File: config.mk
export PLATFORM = sky130hd
export DESIGN_NAME = fpu_issue_scoreboard
export DESIGN_NICKNAME = d
export VERILOG_FILES = /design/src/rtl/fpu_pkg.sv /design/src/rtl/fpu_lat_decode.sv /design/src/rtl/fpu_issue_scoreboard.sv
export SDC_FILE = /design/constraint.sdc
export NUM_CORES = 1
export LEC_CHECK = 0
export ABC_CLOCK_PERIOD_IN_PS = 4600
export BUFFER_PORTS_ARGS = -buffer_cell sky130_fd_sc_hd__buf_2
export CAP_MARGIN = 10
export CORE_AREA = 2 2 132 134
export DETAILED_ROUTE_END_ITERATION = 10
export DIE_AREA = 0 0 134 136
export GPL_TIMING_DRIVEN = 0
export PLACE_DENSITY = 0.76
export SKIP_CTS_REPAIR_TIMING = 1
export SLEW_MARGIN = 20
export SYNTH_ARGS = -nofsm -noshare
export SYNTH_HDL_FRONTEND = slang
export SYNTH_SLANG_ARGS = --single-unit
File: constraint.sdc
create_clock -name clk -period 4.6 [get_ports clk]
set_input_delay 0.92 -clock clk [delete_from_list [all_inputs] [get_ports clk]]
set_output_delay 0.92 -clock clk [all_outputs]
set_load 0.005 [all_outputs]
File: src/rtl/fpu_pkg.sv
// Shared FP-unit definitions: sizing constants, latency type and major opcodes.
package fpu_pkg;

    localparam int unsigned NREG    = 32;   // FP architectural registers
    localparam int unsigned MAX_LAT = 5;    // hazard vector width / max latency class
    localparam int unsigned CW      = 3;    // latency counter width, 2**CW > MAX_LAT
    localparam int unsigned RW      = 5;    // register specifier width
    localparam int unsigned STAT_W  = 32;   // hazard statistics counter width

    typedef logic [CW-1:0]      lat_t;
    typedef logic [MAX_LAT-1:0] hazard_t;

    // RISC-V major opcodes that route to the FP unit
    localparam logic [6:0] OPC_LOAD_FP  = 7'b0000111;
    localparam logic [6:0] OPC_STORE_FP = 7'b0100111;
    localparam logic [6:0] OPC_FMADD    = 7'b1000011;
    localparam logic [6:0] OPC_FMSUB    = 7'b1000111;
    localparam logic [6:0] OPC_FNMSUB   = 7'b1001011;
    localparam logic [6:0] OPC_FNMADD   = 7'b1001111;
    localparam logic [6:0] OPC_OP_FP    = 7'b1010011;

endpackage

File: src/rtl/fpu_lat_decode.sv
// Thermometer hazard vector to latency: counts the run of ones starting at bit 0.
// Ones above the first zero are ignored. Purely combinational.
module fpu_lat_decode
    import fpu_pkg::*;
(
    input  hazard_t hazard,
    output lat_t    lat
);

    logic run;

    // Latency is the index just past the last bit of the unbroken low run
    always_comb begin
        lat = '0;
        run = 1'b1;
        for (int k = 0; k < int'(MAX_LAT); k++) begin
            run = run & hazard[k];
            if (run) lat = lat_t'(k + 1);
        end
    end

endmodule

File: src/rtl/fpu_issue_scoreboard.sv
// FP issue-stage scoreboard: per-register pending-latency counters plus a
// writeback-slot reservation ring; stalls on RAW, WAW and write-port conflicts.
// Optional hazard statistics counters are built when FPU_SB_STATS_EN is defined.
module fpu_issue_scoreboard
    import fpu_pkg::*;
(
    input  logic          clk,
    input  logic          rstn,
    input  logic          flush,
    input  logic          hold,
    input  logic          iss_valid,
    input  logic [RW-1:0] rd,
    input  logic [RW-1:0] rs1,
    input  logic [RW-1:0] rs2,
    input  logic [RW-1:0] rs3,
    input  logic          use_rs1,
    input  logic          use_rs2,
    input  logic          use_rs3,
    input  logic          reg_write,
    input  hazard_t       hazard,
    output logic          stall,
    output logic          issue,
    output logic          busy
`ifdef FPU_SB_STATS_EN
   ,output logic [STAT_W-1:0] stat_raw,
    output logic [STAT_W-1:0] stat_waw,
    output logic [STAT_W-1:0] stat_sth
`endif
);

    localparam int unsigned RES_W = MAX_LAT + 1;

    lat_t             lat;
    lat_t             cnt [NREG];
    logic [RES_W-1:0] res;
    logic [RES_W-1:0] res_sh;
    logic [RES_W-1:0] res_set;
    logic             raw;
    logic             waw;
    logic             sth;
    logic             wr_issue;

    fpu_lat_decode u_lat_decode (
        .hazard (hazard),
        .lat    (lat)
    );

    // Hazard terms and issue decision; res_sh[1] is res[L+1], zero past the top
    always_comb begin
        raw      = (use_rs1 && (cnt[rs1] != '0)) ||
                   (use_rs2 && (cnt[rs2] != '0)) ||
                   (use_rs3 && (cnt[rs3] != '0));
        waw      = reg_write && (cnt[rd] != '0);
        res_sh   = res >> lat;
        sth      = reg_write && res_sh[1];
        stall    = iss_valid && (raw || waw || sth);
        issue    = iss_valid && !stall && !hold && !flush;
        wr_issue = issue && reg_write;
        res_set  = wr_issue ? (RES_W'(1) << lat) : '0;
    end

    // Anything still in flight keeps the unit busy
    always_comb begin
        busy = |res;
        for (int i = 0; i < int'(NREG); i++) begin
            busy = busy | (cnt[i] != '0);
        end
    end

    // Age counters and shift the ring; a new writer's latency overrides its decrement
    always_ff @(posedge clk or negedge rstn) begin
        if (!rstn) begin
            res <= '0;
            for (int i = 0; i < int'(NREG); i++) cnt[i] <= '0;
        end else if (flush) begin
            res <= '0;
            for (int i = 0; i < int'(NREG); i++) cnt[i] <= '0;
        end else if (!hold) begin
            res <= (res >> 1) | res_set;
            for (int i = 0; i < int'(NREG); i++) begin
                if (wr_issue && (lat != '0) && (rd == RW'(i))) begin
                    cnt[i] <= lat;
                end else if (cnt[i] != '0) begin
                    cnt[i] <= cnt[i] - lat_t'(1);
                end
            end
        end
    end

`ifdef FPU_SB_STATS_EN
    // Saturating per-term stall counters; survive flush, cleared only by reset
    always_ff @(posedge clk or negedge rstn) begin
        if (!rstn) begin
            stat_raw <= '0;
            stat_waw <= '0;
            stat_sth <= '0;
        end else begin
            if (stall && raw && (stat_raw != '1)) stat_raw <= stat_raw + STAT_W'(1);
            if (stall && waw && (stat_waw != '1)) stat_waw <= stat_waw + STAT_W'(1);
            if (stall && sth && (stat_sth != '1)) stat_sth <= stat_sth + STAT_W'(1);
        end
    end
`endif

endmodule

## Word level (Yosys, flattened, before mapping)

Cells that the tools add are included.

| cells by class | value |
|---|---|
| add/subtract/negate cells | 32 |
| reductions and logical operators | 153 |
| muxes and demuxes | 86 |
| bitwise logic cells | 41 |
| shift-type cells | 2 |
| magnitude comparators | 4 |
| equality and inequality tests | 32 |

Operator list:

| operator | count |
|---|---|
| 3-bit two-way mux | 76 |
| 3-bit nonzero test | 69 |
| 96-bit two-way mux | 2 |
| 3-bit by 1-bit subtractor with 3-bit output, second input constant | 32 |
| 5-bit equality test, second input constant | 16 |
| 2-bit AND reduction | 32 |
| 3-bit binary-select mux with 5-bit select | 4 |
| 1-bit logical AND | 43 |
| 5-bit by 4-bit equality test with 1-bit output, second input constant | 8 |
| 1-bit OR | 32 |
| 6-bit >= comparator, second input constant | 4 |
| 5-bit NOT with 6-bit output | 4 |
| 5-bit by 3-bit equality test with 1-bit output, second input constant | 4 |
| 6-bit two-way mux | 3 |
| 5-bit by 2-bit equality test with 1-bit output, second input constant | 2 |
| 5-bit by 6-bit OR with 6-bit output | 1 |
| 6-bit OR reduction | 1 |
| 1-bit by 3-bit << shifter with 6-bit output, first input constant | 1 |
| 6-bit by 3-bit >> shifter with 2-bit output | 1 |
| 5-bit by 1-bit equality test with 1-bit output, second input constant | 1 |
| 5-bit logical NOT | 1 |
| 1-bit bitwise AND | 4 |
| 1-bit logical OR | 4 |
| 1-bit logical NOT | 3 |
| 2 further kinds | 2 |

| word-level totals | value |
|---|---|
| logic and storage cells | 383 |
| flip-flop bits (word level) | 102 |
| output and inout port bits | 3 |
| input bits | 34 |

## Longest topological paths before layout

Gate-level depths: netlist (run 1).

| logic depth | value |
|---|---|
| word-level depth | 33 |
| gate-level depth with buffers | 13 |
| mapped depth without buffers | 8 |

## By module

Synthesis (run 1) repeated with hierarchy kept, for this count alone.

| second synthesis, totals | value |
|---|---|
| cells, all modules | 1229 |
| area, all modules | 9628.0 um^2 |

Modules (own cells, without submodules):

| module | cells each | instances | area an instance (um^2) | sequential area each (um^2) |
|---|---|---|---|---|
| fpu_issue_scoreboard | 1222 | 1 | 9591.7 | 2552.4 |
| fpu_lat_decode | 7 | 1 | 36.3 | 0.0 |

## Worst setup path after synthesis (run 1)

OpenSTA, ideal clock, no wires.

| path | value |
|---|---|
| kind | input to output |
| start point | in rs1[1] |
| end point | out issue |
| buffers on the path | 2 |
| data arrival time | 2.897 ns |
| data required time | 3.680 ns |
| cell stages on the path | 9 |
| setup slack | 0.783 ns |
| path through | buf_2 -> mux4_2 -> a2111oi_0 -> nor2_1 -> o2111ai_4 -> nand3_2 -> clkbuf_1 -> a21oi_1 -> and3_1 |

| between the ends | value |
|---|---|
| word-level cells in the longest chain between the ends | 15 |

RTL lines:

| what | RTL line | source |
|---|---|---|
| start: declaration | fpu_issue_scoreboard.sv:13 | `input logic [RW-1:0] rs1,` |
| 5-bit NOT with 6-bit output (not written as such) | fpu_issue_scoreboard.sv:50 | `raw = (use_rs1 && (cnt[rs1] != '0)) \|\|` |
| 3-bit binary-select mux with 5-bit select | fpu_issue_scoreboard.sv:50 |  |
| 3-bit two-way mux (not written as such) (2 in series) | fpu_issue_scoreboard.sv:50 |  |
| 3-bit nonzero test | fpu_issue_scoreboard.sv:50 |  |
| 1-bit logical AND | fpu_issue_scoreboard.sv:50 |  |
| 1-bit logical OR | fpu_issue_scoreboard.sv:50 |  |
| 1-bit logical OR | fpu_issue_scoreboard.sv:51 | `(use_rs2 && (cnt[rs2] != '0)) \|\|` |
| 1-bit logical OR (2 in series) | fpu_issue_scoreboard.sv:56 | `stall = iss_valid && (raw \|\| waw \|\| sth);` |
| 1-bit logical AND | fpu_issue_scoreboard.sv:56 |  |
| 1-bit logical NOT | fpu_issue_scoreboard.sv:57 | `issue = iss_valid && !stall && !hold && !flush;` |
| 1-bit logical AND (3 in series) | fpu_issue_scoreboard.sv:57 |  |
| end: declaration | fpu_issue_scoreboard.sv:22 | `output logic issue,` |

Every way passes these cells. The select of a mux whose other input is x is not followed.

## Worst setup path in the final report (run 1)

| path | value |
|---|---|
| start point | in rs2[1] |
| end point | out issue |

| between the ends | value |
|---|---|
| word-level cells in the longest chain between the ends | 15 |

RTL lines:

| what | RTL line | source |
|---|---|---|
| start: declaration | fpu_issue_scoreboard.sv:14 | `input logic [RW-1:0] rs2,` |
| 5-bit NOT with 6-bit output (not written as such) | fpu_issue_scoreboard.sv:51 |  |
| 3-bit binary-select mux with 5-bit select | fpu_issue_scoreboard.sv:51 |  |
| 3-bit two-way mux (not written as such) (2 in series) | fpu_issue_scoreboard.sv:51 |  |
| 3-bit nonzero test | fpu_issue_scoreboard.sv:51 |  |
| 1-bit logical AND | fpu_issue_scoreboard.sv:51 |  |
| 1-bit logical OR | fpu_issue_scoreboard.sv:50 |  |
| 1-bit logical OR | fpu_issue_scoreboard.sv:51 |  |
| 1-bit logical OR (2 in series) | fpu_issue_scoreboard.sv:56 |  |
| 1-bit logical AND | fpu_issue_scoreboard.sv:56 |  |
| 1-bit logical NOT | fpu_issue_scoreboard.sv:57 |  |
| 1-bit logical AND (3 in series) | fpu_issue_scoreboard.sv:57 |  |

Every way passes these cells. The select of a mux whose other input is x is not followed.

==> results of run 1 <==
[routing by layer]
metal | vias up | part of all wire | wire [um] | global-route usage
met5 | - | 0 | 0 | 0
met3 | 191 | 0.13 | 5540 | 0.124
li1 | 4740 | - | - | -
met2 | 843 | 0.43 | 17900 | 0.695
met4 | 0 | 0.061 | 2550 | 0.251
met1 | 5240 | 0.38 | 15700 | 0.588
[logic make-up after synthesis]
family	count (synthesis)	synth area share
adder cells (fa/ha/maj)	64	0.0814
XOR/XNOR	2	0.00178
multiplexers	50	0.0711
AND/OR/NAND/NOR	467	0.244
AO/OA/AOI/OAI	352	0.256
flip-flops	102	0.260
buffers and inverters	203	0.0858
[synth_stat cells (7+ instances only)]
master	n	area, um^2
o211a_1	18	180
buf_4	8	60.1
nor2b_1	9	56.3
a21oi_1	109	546
nor3_1	74	370
or3_1	11	68.8
mux2i_1	29	290
o211ai_1	11	82.6
inv_1	113	424
buf_2	17	85.1
nor3b_1	20	150
a211o_1	7	61.3
a22oi_1	30	225
mux4_2	14	315
a21o_1	13	97.6
a31oi_1	16	100
nor2_1	110	413
dfrtp_1	102	2550
a311oi_1	8	70.1
nor4_1	36	225
and3_1	18	113
a211oi_1	19	143
nand3_1	36	180
o21ai_0	35	175
o311ai_0	11	96.3
ha_1	64	801
nand2b_1	8	50.1
clkbuf_1	50	188
a2111oi_0	14	123
a311o_1	12	120
nand4_1	18	113
nand2_1	91	342
buf_1	9	33.8
[how the worst max path moves through the flow]
| stage | end | slack (ns) | cells after the start |
|---|---|---|---|
| finish | issue | 0.07 | 10 |
| CTS | issue | -0.04 | 11 |
| floorplan | issue | 0.78 | 9 |
| global route | issue | 0.01 | 11 |
| global placement | issue | -0.02 | 11 |
| detailed placement | issue | -0.04 | 11 |
[cells in the final DEF, fill, tap and decap left out, drive strengths merged, types with 13 or more instances in the layout]
master | Yosys | routed
dfrtp | 102 | 102
nor4 | 41 | 41
o21ai | 36 | 36
a31oi | 16 | 16
clkbuf | 50 | 60
nand3 | 37 | 37
buf | 38 | 70
a2111oi | 15 | 15
nor3 | 74 | 74
a211oi | 19 | 19
nor3b | 21 | 21
inv | 115 | 117
a21oi | 109 | 109
mux2i | 29 | 29
mux4 | 15 | 15
o311ai | 14 | 14
nand2 | 91 | 91
ha | 64 | 64
and3 | 18 | 18
nand4 | 18 | 18
o211a | 18 | 18
a22oi | 30 | 30
a21o | 13 | 13
nor2 | 111 | 111
[report_power, final]
part | switching (mW) | internal [mW]
Clock | 0.410 | 0.501
Sequential | 0.387 | 1.15
Combinational | 2.07 | 1.42
Total | 2.87 | 3.06
[through the flow]
stage	power (mW)	setup WS [ns]	utilization	TNS [ns]
6_report	5.93	0.0674	0.631	0
5_1_grt	6.25	0.0103	0.631	0
4_1_cts	5.75	-0.0426	0.630	-0.0426
3_5_place_dp	4.84	-0.0447	0.611	-0.0447
3_3_place_gp	4.73	-0.0245	0.608	-0.0245
2_1_floorplan	3.78	0.783	-	0
[layout make-up]
type,instances,area share
plain buffers,87,0.0383
clock buffers,11,0.0228
clock inverters,5,0.00846
inverters,115,0.0405
multi-input cells,935,0.606
flip-flops and latches,102,0.240
well taps,225,0.0264
repair buffers,32,0.0177
[critical path, cell delays in order]
cell	delay, ns
buf_2	0.19
nor4b_1	0.37
o32ai_1	0.16
a2111oi_0	0.80
a2111oi_2	0.11
nor2_1	0.26
nand3_4	0.26
a21oi_1	0.26
and3_1	0.17
buf_2	0.10
[flip-flops by register name, indices dropped and copies added (netlist names)]
register  flops
cnt          96
res           6
==> results.cfg, run 1 <==
[power_and_ir_drop]
cellLeakagePower_nw = 4.60
powerDensity_nw_per_um2 = 557
max-vdd-ir-drop_mv = 0.412

[worst_setup_path]
arrival_ns = 3.61
r2r_start = cnt[37]
cp-end-kind = output pin
worstSetupPathType = in2out
rrSetupSlack_ns = 0.88
cp.required_ns = 3.68
r2r_cells = 9
reg2reg_to = cnt[45]
cp-start-kind = input port
cp_max_fo = 14
worstSetupStartpoint = rs2[1]

[placement]
post_dp_cell_area_um2 = 10300
port_buffers = 30
dp_hpwl_um = 31600
placedCellCount = 1497
gp_congestion = 1.08

[drt]
post_drt_via_cell_ratio = 7.28
via_count = 11000
wl_per_cell_um = 27.6
route.detailed.drc = 0
drt.antenna.violating_nets = 0
routed_wl_um = 41700
drt_iter0_markers = 1598
dr.pass1.iters = 8

[floorplan]
rows = 48
fp.coreArea_um2 = 16900
die_h_um = 136
die_area_um2 = 18200
start_util = 0.583
ios = 37
die_width_um = 134

[final_layout]
fill_cells = 1567
ff_latch_area_um2 = 2550
layout.cells.non_filler = 1512
syn_to_final_growth_pct = 8.26
num_antenna_cells = 0
drive_above_1_share = 0.0979
multiInputGateArea_um2 = 6450
postLayoutCellArea_um2 = 10600
fin_nets = 1380

[cts]
cts.clk_slew.worst_paths_ns = 0.08
cts_buffers = 9
htreeDepth = 3
cts_root_buf = clkbuf_16
cts.sinks = 102
cts_tree = yes
worstSkewPairLatency_ns = 0.38
clk_path_buf_depth = 2

[yosys]
syn_area_um2 = 9830
synth_edf_count = 0
synth_fp_nets = 1338
ys_seq_elements = 102
seq_area_frac_synth = 0.260
synthCells = 1240
synth_cell_types = 80
ys.flop_type = dfrtp_1
synthArstFlopShare = 1.00
yosys_warnings = 0
synth.avg_cell_area_um2 = 7.93

[global_route]
antenna_found_initial = 0
grt_usage = 0.456
grt_pass1_wl_um = 62000
overflow = 0
grt_max_degree = 53
grt_pass1_vias = 10200

[hold_path]
hp-class = in2async

[outcome]
status = finished, final reports clean

[timing]
finalWorstPathRequiredPeriod_ns = 4.53
maxSlewViolCount = 0
finalSetupViolCount = 0
maxSlewHeadroom = 0.210
finalHoldViolations = 0
whs_ns = 0.475
rsz0062_at_grt = no
fmax_mhz = 221
fin_worst_skew_ns = 0.0149
min_period_over_period = 0.985
max_slew.worst_pin.slew_ns = 1.17

[run]
maxCapViolations = 0
No activity file was read; power rests on OpenSTA's default activity.
==> inputs of run 2 (changes only) <==
--- a/config.mk
+++ b/config.mk
@@ -5,12 +5,13 @@
 export SDC_FILE = /design/constraint.sdc
 export NUM_CORES = 1
 export LEC_CHECK = 0
+export ABC_AREA = 1
 export ABC_CLOCK_PERIOD_IN_PS = 4600
 export BUFFER_PORTS_ARGS = -buffer_cell sky130_fd_sc_hd__buf_2
 export CAP_MARGIN = 10
-export CORE_AREA = 2 2 132 134
+export CORE_AREA = 2 2 139 141
 export DETAILED_ROUTE_END_ITERATION = 10
-export DIE_AREA = 0 0 134 136
+export DIE_AREA = 0 0 141 143
 export GPL_TIMING_DRIVEN = 0
 export PLACE_DENSITY = 0.76
 export SKIP_CTS_REPAIR_TIMING = 1
==> results.cfg, run 2 <==
[yosys]
synthTopCellsByCount = 756 x nand2_1, 253 x inv_1, 231 x nor2_1, 192 x nand3_1, 102 x dfrtp_1
yosys_warnings = 0
synth.avg_cell_area_um2 = 5.63
ys_seq_elements = 102
syn_area_um2 = 11000
synth_area_leaders = nand2_1 26%, dfrtp_1 23%, nand3_1 8.8%
ys.flop_type = dfrtp_1
yosys.area.top_type = nand2_1
synth_edf_count = 0
synth_top_area_share = 0.259
synth.most_common_cell = nand2_1
synthArstFlopShare = 1.00
synth_fp_nets = 2047
seq_area_frac_synth = 0.233
synth_cell_types = 33
synthCells = 1949

[worst_setup_path]
cp.required_ns = 3.68
arrival_ns = 3.31
cp_max_fo = 10
worstSetupPathType = in2out
cp-start-kind = input port
cp-end-kind = output pin

[global_route]
grt_pass1_vias = 12400
grt_max_degree = 59
top_usage_layer = met2
antenna_found_initial = 1
grt_pass1_wl_um = 70800
overflow = 0
grt_usage = 0.474
met2_usage = 0.705
met1_usage = 0.597
use_met3 = 0.140

[run]
maxCapViolations = 0

[timing]
setup_slack_ns = 0.374
fmax_mhz = 237
finalHoldViolations = 0
tns_ns = 0
max_slew.worst_pin.slew_ns = 1.30
finalSetupViolCount = 0
fin_worst_skew_ns = 0.0104
maxSlewHeadroom = 0.130
finalWorstPathRequiredPeriod_ns = 4.23
maxSlewViolCount = 0
whs_ns = 0.457
min_period_over_period = 0.919
rsz0062_at_grt = no

[final_layout]
multiInputGateArea_um2 = 6890
final_common_cell = nand2_1
layout.cells.non_filler = 2229
reg.largest.list = cnt (96), res (6)
fill_cells = 1827
final_cell_mix = 756 x nand2_1, 253 x inv_1, 231 x nor2_1
largest_reg_flops = 96
top_register = cnt
drive_above_1_share = 0.0722
syn_to_final_growth_pct = 7.05
ff_latch_area_um2 = 2550
postLayoutCellArea_um2 = 11700
fin_nets = 2087
final_util = 0.632

[power_and_ir_drop]
total_power_mw = 6.05
powerDensity_nw_per_um2 = 515
netSwitchingPower_mw = 3.14
power.share.sequential = 0.271
comb_power_share = 0.590
max-vdd-ir-drop_mv = 0.336
pwr-share-clk = 0.139
cellLeakagePower_nw = 6.32
switching_share = 0.520
p_int_mw = 2.90

[hold_path]
hp-class = in2async

[drt]
wl_per_cell_um = 21.3
dr.pass1.iters = 6
drt.antenna.violating_nets = 0
post_drt_via_cell_ratio = 6.02
drt_iter0_markers = 2043
via_count = 13400
route.detailed.drc = 0
routed_wl_um = 47400

[cts]
cts_root_buf = clkbuf_16
htreeDepth = 3
cts_tree = yes
cts.sinks = 102
cts.clk_slew.worst_paths_ns = 0.08
worstSkewPairLatency_ns = 0.38
cts_buffers = 9
clk_path_buf_depth = 2

[floorplan]
rows = 50
die_h_um = 143
ios = 37
die_width_um = 141
die_area_um2 = 20200
start_util = 0.590
fp.coreArea_um2 = 18600

[placement]
place_ws_ns = 0.576
placedCellCount = 2212
post_dp_cell_area_um2 = 11400
gp_congestion = 1.12
dp_hpwl_um = 35000
port_buffers = 28

[outcome]
status = finished, final reports clean
-- run 2: changes by cell type in the layout (fill, tap and decap cells not counted), sizes merged, moves of 30 or more --
| cell | change |
|---|---|
| nand2 | +684 |
| a21oi | -54 |
| nor2 | +143 |
| nand3 | +156 |
| inv | +144 |
| nor3 | -41 |
| a22oi | -30 |
| o21ai | +55 |
| nor4 | -39 |
-- run 2: per-layer routing --
layer | part of all wire | wire length, um
met5 | 0 | 0
met4 | 0.079 | 3760
met3 | 0.16 | 7630
met2 | 0.40 | 19000
met1 | 0.36 | 17000
-- run 2: logic make-up after synthesis --
logic type | Yosys count | share of synthesized area
AND/OR/NAND/NOR | 1269 | 0.484
buffers and inverters | 363 | 0.139
AO/OA/AOI/OAI | 151 | 0.0710
flip-flops | 102 | 0.233
adder cells (fa/ha/maj) | 64 | 0.0730
-- run 2: power by group through the flow --
stage	Combinational, mW	Clock (mW)	Sequential [mW]
floorplan	2.54	0	1.49
global placement	3.33	0	1.63
detailed placement	3.42	0	1.62
CTS	3.45	0.839	1.61
global route	4.04	0.863	1.67
finish	3.57	0.839	1.64
-- run 2: critical path: stages --
cell      delay, ns
buf_2          0.19
clkbuf_1       0.77
nand2_1        0.10
nand3_1        0.12
nand2_1        0.06
nand4_1        0.21
nand3_1        0.10
nand3_1        0.08
nand3_1        0.08
nand2_1        0.18
inv_1          0.12
a21oi_1        0.21
buf_2          0.15
-- run 2: path summary, 6_finish.rpt --
kind                              start      end  slack (ns)  depth (start not counted)
worst min-delay path               rstn  cnt[92]        0.46                          1
max in group asynchronous          rstn  cnt[47]        3.44                          2
worst min register to register  cnt[94]  cnt[94]        0.49                          2
worst max-delay path             rs1[0]    stall        0.37                         13
worst max register to register  cnt[90]  cnt[32]        1.35                         20
min in group clk                cnt[94]  cnt[94]        0.49                          2
-- run 2: area by class of cell --
cell class | count | share of cell area
clock inverter | 7 | 0.00671
buffer | 79 | 0.0391
timing repair buffer | 29 | 0.0148
antenna | 1 | 0.000213
tap | 234 | 0.0249
multi-input combinational | 1484 | 0.587
inverter | 284 | 0.0910
clock buffer | 9 | 0.0192
sequential | 102 | 0.217
